**src/rtl/mips_pkg.sv**
```systemverilog
// Shared constants for the MIPS front end.
package mips_pkg;
  localparam logic [31:0] RESET_PC = 32'h0000_3000;
  localparam int          INSTR_W  = 32;
  localparam logic [INSTR_W-1:0] NOP = 32'h0000_0000;
endpackage

```
**src/rtl/sync_fifo.sv**
```systemverilog
// Synchronous FIFO with flush; head data is always presented on rdata.
module sync_fifo #(
  parameter int WIDTH = 64,
  parameter int DEPTH = 4
) (
  input  logic                       clk,
  input  logic                       reset,
  input  logic                       push,
  input  logic                       pop,
  input  logic                       flush,
  input  logic [WIDTH-1:0]           wdata,
  output logic [WIDTH-1:0]           rdata,
  output logic [$clog2(DEPTH+1)-1:0] count
);
  localparam int AW = $clog2(DEPTH);
  localparam int CW = $clog2(DEPTH+1);
  localparam logic [CW-1:0] FULL = CW'(DEPTH);

  logic [WIDTH-1:0] mem [DEPTH];
  logic [AW-1:0]    wr_ptr, rd_ptr;
  logic             do_push, do_pop;

  // flush voids any same-cycle push or pop
  assign do_pop  = pop && (count != '0) && !flush;
  assign do_push = push && !flush && ((count != FULL) || do_pop);

  always_ff @(posedge clk) begin
    if (reset || flush) begin
      wr_ptr <= '0;
      rd_ptr <= '0;
      count  <= '0;
    end else begin
      if (do_push) wr_ptr <= wr_ptr + 1'b1;
      if (do_pop)  rd_ptr <= rd_ptr + 1'b1;
      case ({do_push, do_pop})
        2'b10:   count <= count + 1'b1;
        2'b01:   count <= count - 1'b1;
        default: count <= count;
      endcase
    end
  end

  always_ff @(posedge clk) begin
    if (do_push) mem[wr_ptr] <= wdata;
  end

  assign rdata = mem[rd_ptr];
endmodule

```
**src/rtl/ifetch_queue.sv**
```systemverilog
// Fetch control: next-PC select, single outstanding imem read, and a {pc,instr}
// queue feeding decode. Redirects flush the queue and squash the in-flight read.
module ifetch_queue
  import mips_pkg::*;
#(
  parameter int DEPTH  = 4,
  parameter int ADDR_W = 32
) (
  input  logic               clk,
  input  logic               reset,
  input  logic [ADDR_W-1:0]  pc_cur,
  output logic [ADDR_W-1:0]  pc_next,
  output logic               pc_en,
  input  logic               redirect,
  input  logic [ADDR_W-1:0]  redirect_pc,
  output logic               imem_req,
  output logic [ADDR_W-1:0]  imem_addr,
  input  logic               imem_ready,
  input  logic               imem_rvalid,
  input  logic [INSTR_W-1:0] imem_rdata,
  output logic               id_valid,
  input  logic               id_ready,
  output logic [ADDR_W-1:0]  id_pc,
  output logic [INSTR_W-1:0] id_instr
);
  localparam int CW = $clog2(DEPTH+1);

  typedef struct packed {
    logic [ADDR_W-1:0]  pc;
    logic [INSTR_W-1:0] instr;
  } fetch_entry_t;

  logic              outstanding, drop;
  logic [ADDR_W-1:0] req_pc;
  logic [CW-1:0]     count;
  fetch_entry_t      wentry, head;
  logic              room, can_issue, accept, resp, push, pop;

  // the in-flight read holds a reserved slot, so a push never sees a full queue
  assign room      = ({1'b0, count} + (CW+1)'(outstanding)) < (CW+1)'(DEPTH);
  assign can_issue = !reset && !redirect && (!outstanding || imem_rvalid) && room;
  assign imem_req  = can_issue;
  assign imem_addr = pc_cur;
  assign accept    = can_issue && imem_ready;

  assign resp     = imem_rvalid && outstanding;
  assign push     = resp && !drop && !redirect && !reset;
  assign id_valid = !reset && (count != '0);
  assign pop      = id_valid && id_ready && !redirect;

  assign pc_en   = !reset && (redirect || accept);
  assign pc_next = redirect ? (redirect_pc & ~ADDR_W'(3)) : pc_cur + ADDR_W'(4);

  assign wentry = '{pc: req_pc, instr: imem_rdata};

  sync_fifo #(.WIDTH($bits(fetch_entry_t)), .DEPTH(DEPTH)) u_fifo (
    .clk   (clk),
    .reset (reset),
    .push  (push),
    .pop   (pop),
    .flush (redirect),
    .wdata (wentry),
    .rdata (head),
    .count (count)
  );

  assign id_pc    = head.pc;
  assign id_instr = id_valid ? head.instr : NOP;

  always_ff @(posedge clk) begin
    if (reset) begin
      outstanding <= 1'b0;
      drop        <= 1'b0;
    end else begin
      if (accept)    outstanding <= 1'b1;
      else if (resp) outstanding <= 1'b0;
      // a squashed read still returns data later; remember to discard it
      if (resp)                         drop <= 1'b0;
      else if (redirect && outstanding) drop <= 1'b1;
    end
  end

  always_ff @(posedge clk) begin
    if (accept) req_pc <= pc_cur;
  end
endmodule
```
**config.mk**
```make
export PLATFORM = sky130hd
export DESIGN_NAME = ifetch_queue
export DESIGN_NICKNAME = d
export VERILOG_FILES = /design/src/rtl/mips_pkg.sv /design/src/rtl/sync_fifo.sv /design/src/rtl/ifetch_queue.sv
export SDC_FILE = /design/constraint.sdc
export NUM_CORES = 1
export LEC_CHECK = 0
export CORE_ASPECT_RATIO = 0.7
export CORE_UTILIZATION = 34
export CTS_CLUSTER_SIZE = 14
export DETAILED_ROUTE_END_ITERATION = 10
export REMOVE_ABC_BUFFERS = 1
export SLEW_MARGIN = 30
export SYNTH_ARGS = -nofsm -noshare
export SYNTH_HDL_FRONTEND = slang
export SYNTH_SLANG_ARGS = --single-unit
```
**constraint.sdc**
```tcl
create_clock -name clk -period 4.7 [get_ports clk]
set_input_delay 0.47 -clock clk [delete_from_list [all_inputs] [get_ports clk]]
set_output_delay 0.47 -clock clk [all_outputs]
set_load 0.05 [all_outputs]
```
==> summary.md <==
| Metric | Value |
|---|---|
| First-pass GRT wire length | `42400 µm` |
| Total GRT Usage | `0.154` |
| Post-synthesis sequential area ratio | `0.727` |
| Max stage delay on crit path | `0.83 ns` |
| Synth Area in Compound Gates | `0.0280` |
| Ant diodes | `0` |
| Fin Hold WS | `0.493 ns` |
| Synthesized area | `12200 µm²` |
| DIE HEIGHT | `160 µm` |
| Cells after synthesis | `661` |
| Setup bufs post-CTS | `0` |
| Number of synthesized flops with an enable pin | `roughly 290` |
| Gr busiest metal | `met2` |
| Core area | `35000 µm²` |
| Die footprint | `around 37000 µm²` |
| Drt pass-1 iters | `5` |
| Largest family of logic cells by synthesized area | `multiplexers` |
| CTS max path bufs | `3` |
| Vias in the first global route | `roughly 6700` |
| Crit path DAT | `3.56 ns` |
| Fin. max-slew vios | `0` |
| CTS tree | `yes` |
| GR Util met3 | `0.0396` |
| Main synth FF type | `edfxtp_1` |
| Layout cells sized above 1 | `0.159` |
| Period Utilization, post-route | `0.858` |
| Slowest CP cell | `clkdlybuf4s50_1` |
| Final Hold Vio Count | `0` |
| Mux contribution to synthesized area | `0.122` |
| Max_slew headroom | `0.460` |
| Setup crit start kind | `input port` |
| # IOs | `233` |
| Largest net degree at the start of global routing | `50` |
| Crit-path cells | `clkdlybuf4s50_1, ha_1, and3_1, nand4_4, or4_1, a31oi_1, clkdlybuf4s50_1` |
| Antenna Nets Post-Route | `0` |
| Post-Synth XOR/XNOR Area | `0.0101` |
| Clock root cell | `clkbuf_16` |
| Clk sinks | `roughly 300` |
| HP Class | `flip-flop to flip-flop` |
| DR DRC count | `0` |
| GR Util met2 | `0.248` |
| Critical path type | `input port to output port` |
| Leakage | `4.97 nW` |
| Met1 Usage GRT | `0.213` |
| Outcome | `finished clean` |
| Post-cts hold buffer count | `0` |
| Setup crit end kind | `output port` |
| Post-synthesis area per instance | `18.4 µm²` |
| Via count | `between 6000 and 7000` |
| Initial Util | `0.348` |
| FFs w/ async S/R, synth | `0` |
| H-tree levels | `1` |
| Vias per std cell | `4.87` |
| Yosys reg bits | `299` |
| Detailed Route Iter0 Violations | `about 380` |
| Final net count | `around 1000` |
| Netlist cell types | `46` |
| Worst skew pair latency | `around 0.56 ns` |
| Most common cell after layout, fill and taps aside | `edfxtp_1` |
| Total gr overflow | `0` |
| Max VDD drop | `0.237 mV` |
| Synth Warn # | `0` |
| Register clock-pin slew on the reported worst setup and hold paths | `0.06 ns` |
| DP Wirelength | `18000 µm` |
| Worst clock skew | `0.0148 ns` |
| Final setup viols | `0` |
| Maxcap violations | `0` |
| Max Clock Freq | `between 0.2 and 0.25 GHz` |
| Req. time, crit path | `between 4 and 5 ns` |
| Antenna violations before repair | `0` |
| Post-CTS sizing | `0` |
| # port buffers | `230` |
| Reg2Reg Setup Slack | `between 2 and 2.5 ns` |
| Final min period | `4.03 ns` |
| Syn-to-layout area delta | `30.4%` |
| Crit path top cell by count | `clkdlybuf4s50_1` |
| GPL Wtd Cong | `0.796` |
| Chip Width | `228 µm` |
| CP max FO | `17` |
| Synth Area in Adders | `0.00677` |
| Worst Tran Pin Value | `between 0.8 and 0.9 ns` |
| Num rows | `57` |
| Post-Synth Simple-Gate Area | `0.0712` |
| Total power per unit cell area | `roughly 360 nW/µm²` |
| RSZ-0062 raised after global routing | `no` |
| Setup TNS | `0 ns` |
| Routed WL per cell | `20.4 µm` |
| WL final | `about 28000 µm` |
| Most frequent cells in the layout | `edfxtp_1, clkdlybuf4s50_1, mux4_2` |
| Num CTS Buffers | `30` |
==> cells in the mapped netlist, drive strengths merged, types with 2 or more instances <==
library cell | instances | area share
edfxtp | 288 | 0.71
mux4 | 64 | 0.12
buf | 44 | 0.025
nor2b | 34 | 0.017
nand2 | 31 | 0.0095
nand3 | 20 | 0.0082
nor2 | 19 | 0.0058
clkbuf | 18 | 0.0055
or4 | 15 | 0.0092
o21ai | 13 | 0.0053
a31oi | 11 | 0.0056
dfxtp | 11 | 0.018
inv | 11 | 0.0034
o31ai | 9 | 0.0055
nand4 | 8 | 0.0066
and3 | 7 | 0.0042
xnor2 | 7 | 0.0050
xor2 | 7 | 0.0050
o211ai | 6 | 0.0037
and2 | 5 | 0.0026
ha | 5 | 0.0051
and4 | 4 | 0.0032
mux2i | 4 | 0.0033
a21oi | 3 | 0.0012
a211oi | 2 | 0.0012
nand2b | 2 | 0.0010
or3 | 2 | 0.0010
==> path summary, 6_finish.rpt <==
path                       end  cells past startpoint         from
max                pc_next[28]                      7    pc_cur[2]
min          u_fifo.mem[0][48]                      0   req_pc[16]
max reg2reg  u_fifo.mem[1][15]                      5  outstanding
min reg2reg  u_fifo.mem[0][48]                      0   req_pc[16]
==> flip-flops by register name, indices dropped and copies added (netlist names), named ones only <==
signal	flops
u_fifo.mem	256
drop	1
outstanding	1
req_pc	32
u_fifo.rd_ptr	2
u_fifo.count	3
u_fifo.wr_ptr	2
==> cell families (layout without fill, tap and decap cells) <==
| kind of cell | count (synthesis) | in the layout |
|---|---|---|
| AOI/OAI and AO/OA | 49 | 49 |
| xor gates and xnor gates | 14 | 14 |
| adders and majority gates | 6 | 6 |
| buffers and inverters | 73 | 311 |
| DFF | 299 | 299 |
| muxes | 69 | 69 |
| and+or+nand+nor | 151 | 151 |
==> where the power goes <==
group | internal (W) | switching [W]
combinational | 0.000166 | 0.000259
sequential | 0.00292 | 0.00000899
clock | 0.00136 | 0.000976
==> area by class of cell <==
type	count	area, µm²
repair buffers	246	2510
fillers	3059	19100
clock buffers	36	795
flip-flops and latches	299	8880
clock inverters	18	168
inverters	11	41.3
well taps	472	591
multi-input cells	289	2920
==> metrics by stage <==
step                worst slack, ns  cell area [µm²]  cells   util  power [W]
global placement              0.701            14900   1313  0.424    0.00341
floorplan                     0.292            11800    599      -    0.00313
detailed placement            0.692            14900   1317  0.427    0.00341
finish                        0.666            15900   1371  0.454    0.00569
CTS                           0.676            15900   1371  0.454    0.00577
global route                  0.497            15900   1371  0.454    0.00589
==> critical path, delay by kind of cell <==
kind / cells / cell delay (ns)
buffers and inverters: 2 / 1.42
AOI/OAI and AO/OA: 1 / 0.20
and+or+nand+nor: 3 / 1.26
adders and majority gates: 1 / 0.22
==> layer usage <==
| metal | vias to the layer above | share of wire |
|---|---|---|
| li1 | 3052 | - |
| met1 | 3358 | 0.46 |
| met2 | 234 | 0.46 |
| met3 | 29 | 0.064 |
| met4 | 0 | 0.016 |
| met5 | - | 0 |
Note: power is estimated with default switching activity, not from simulation.
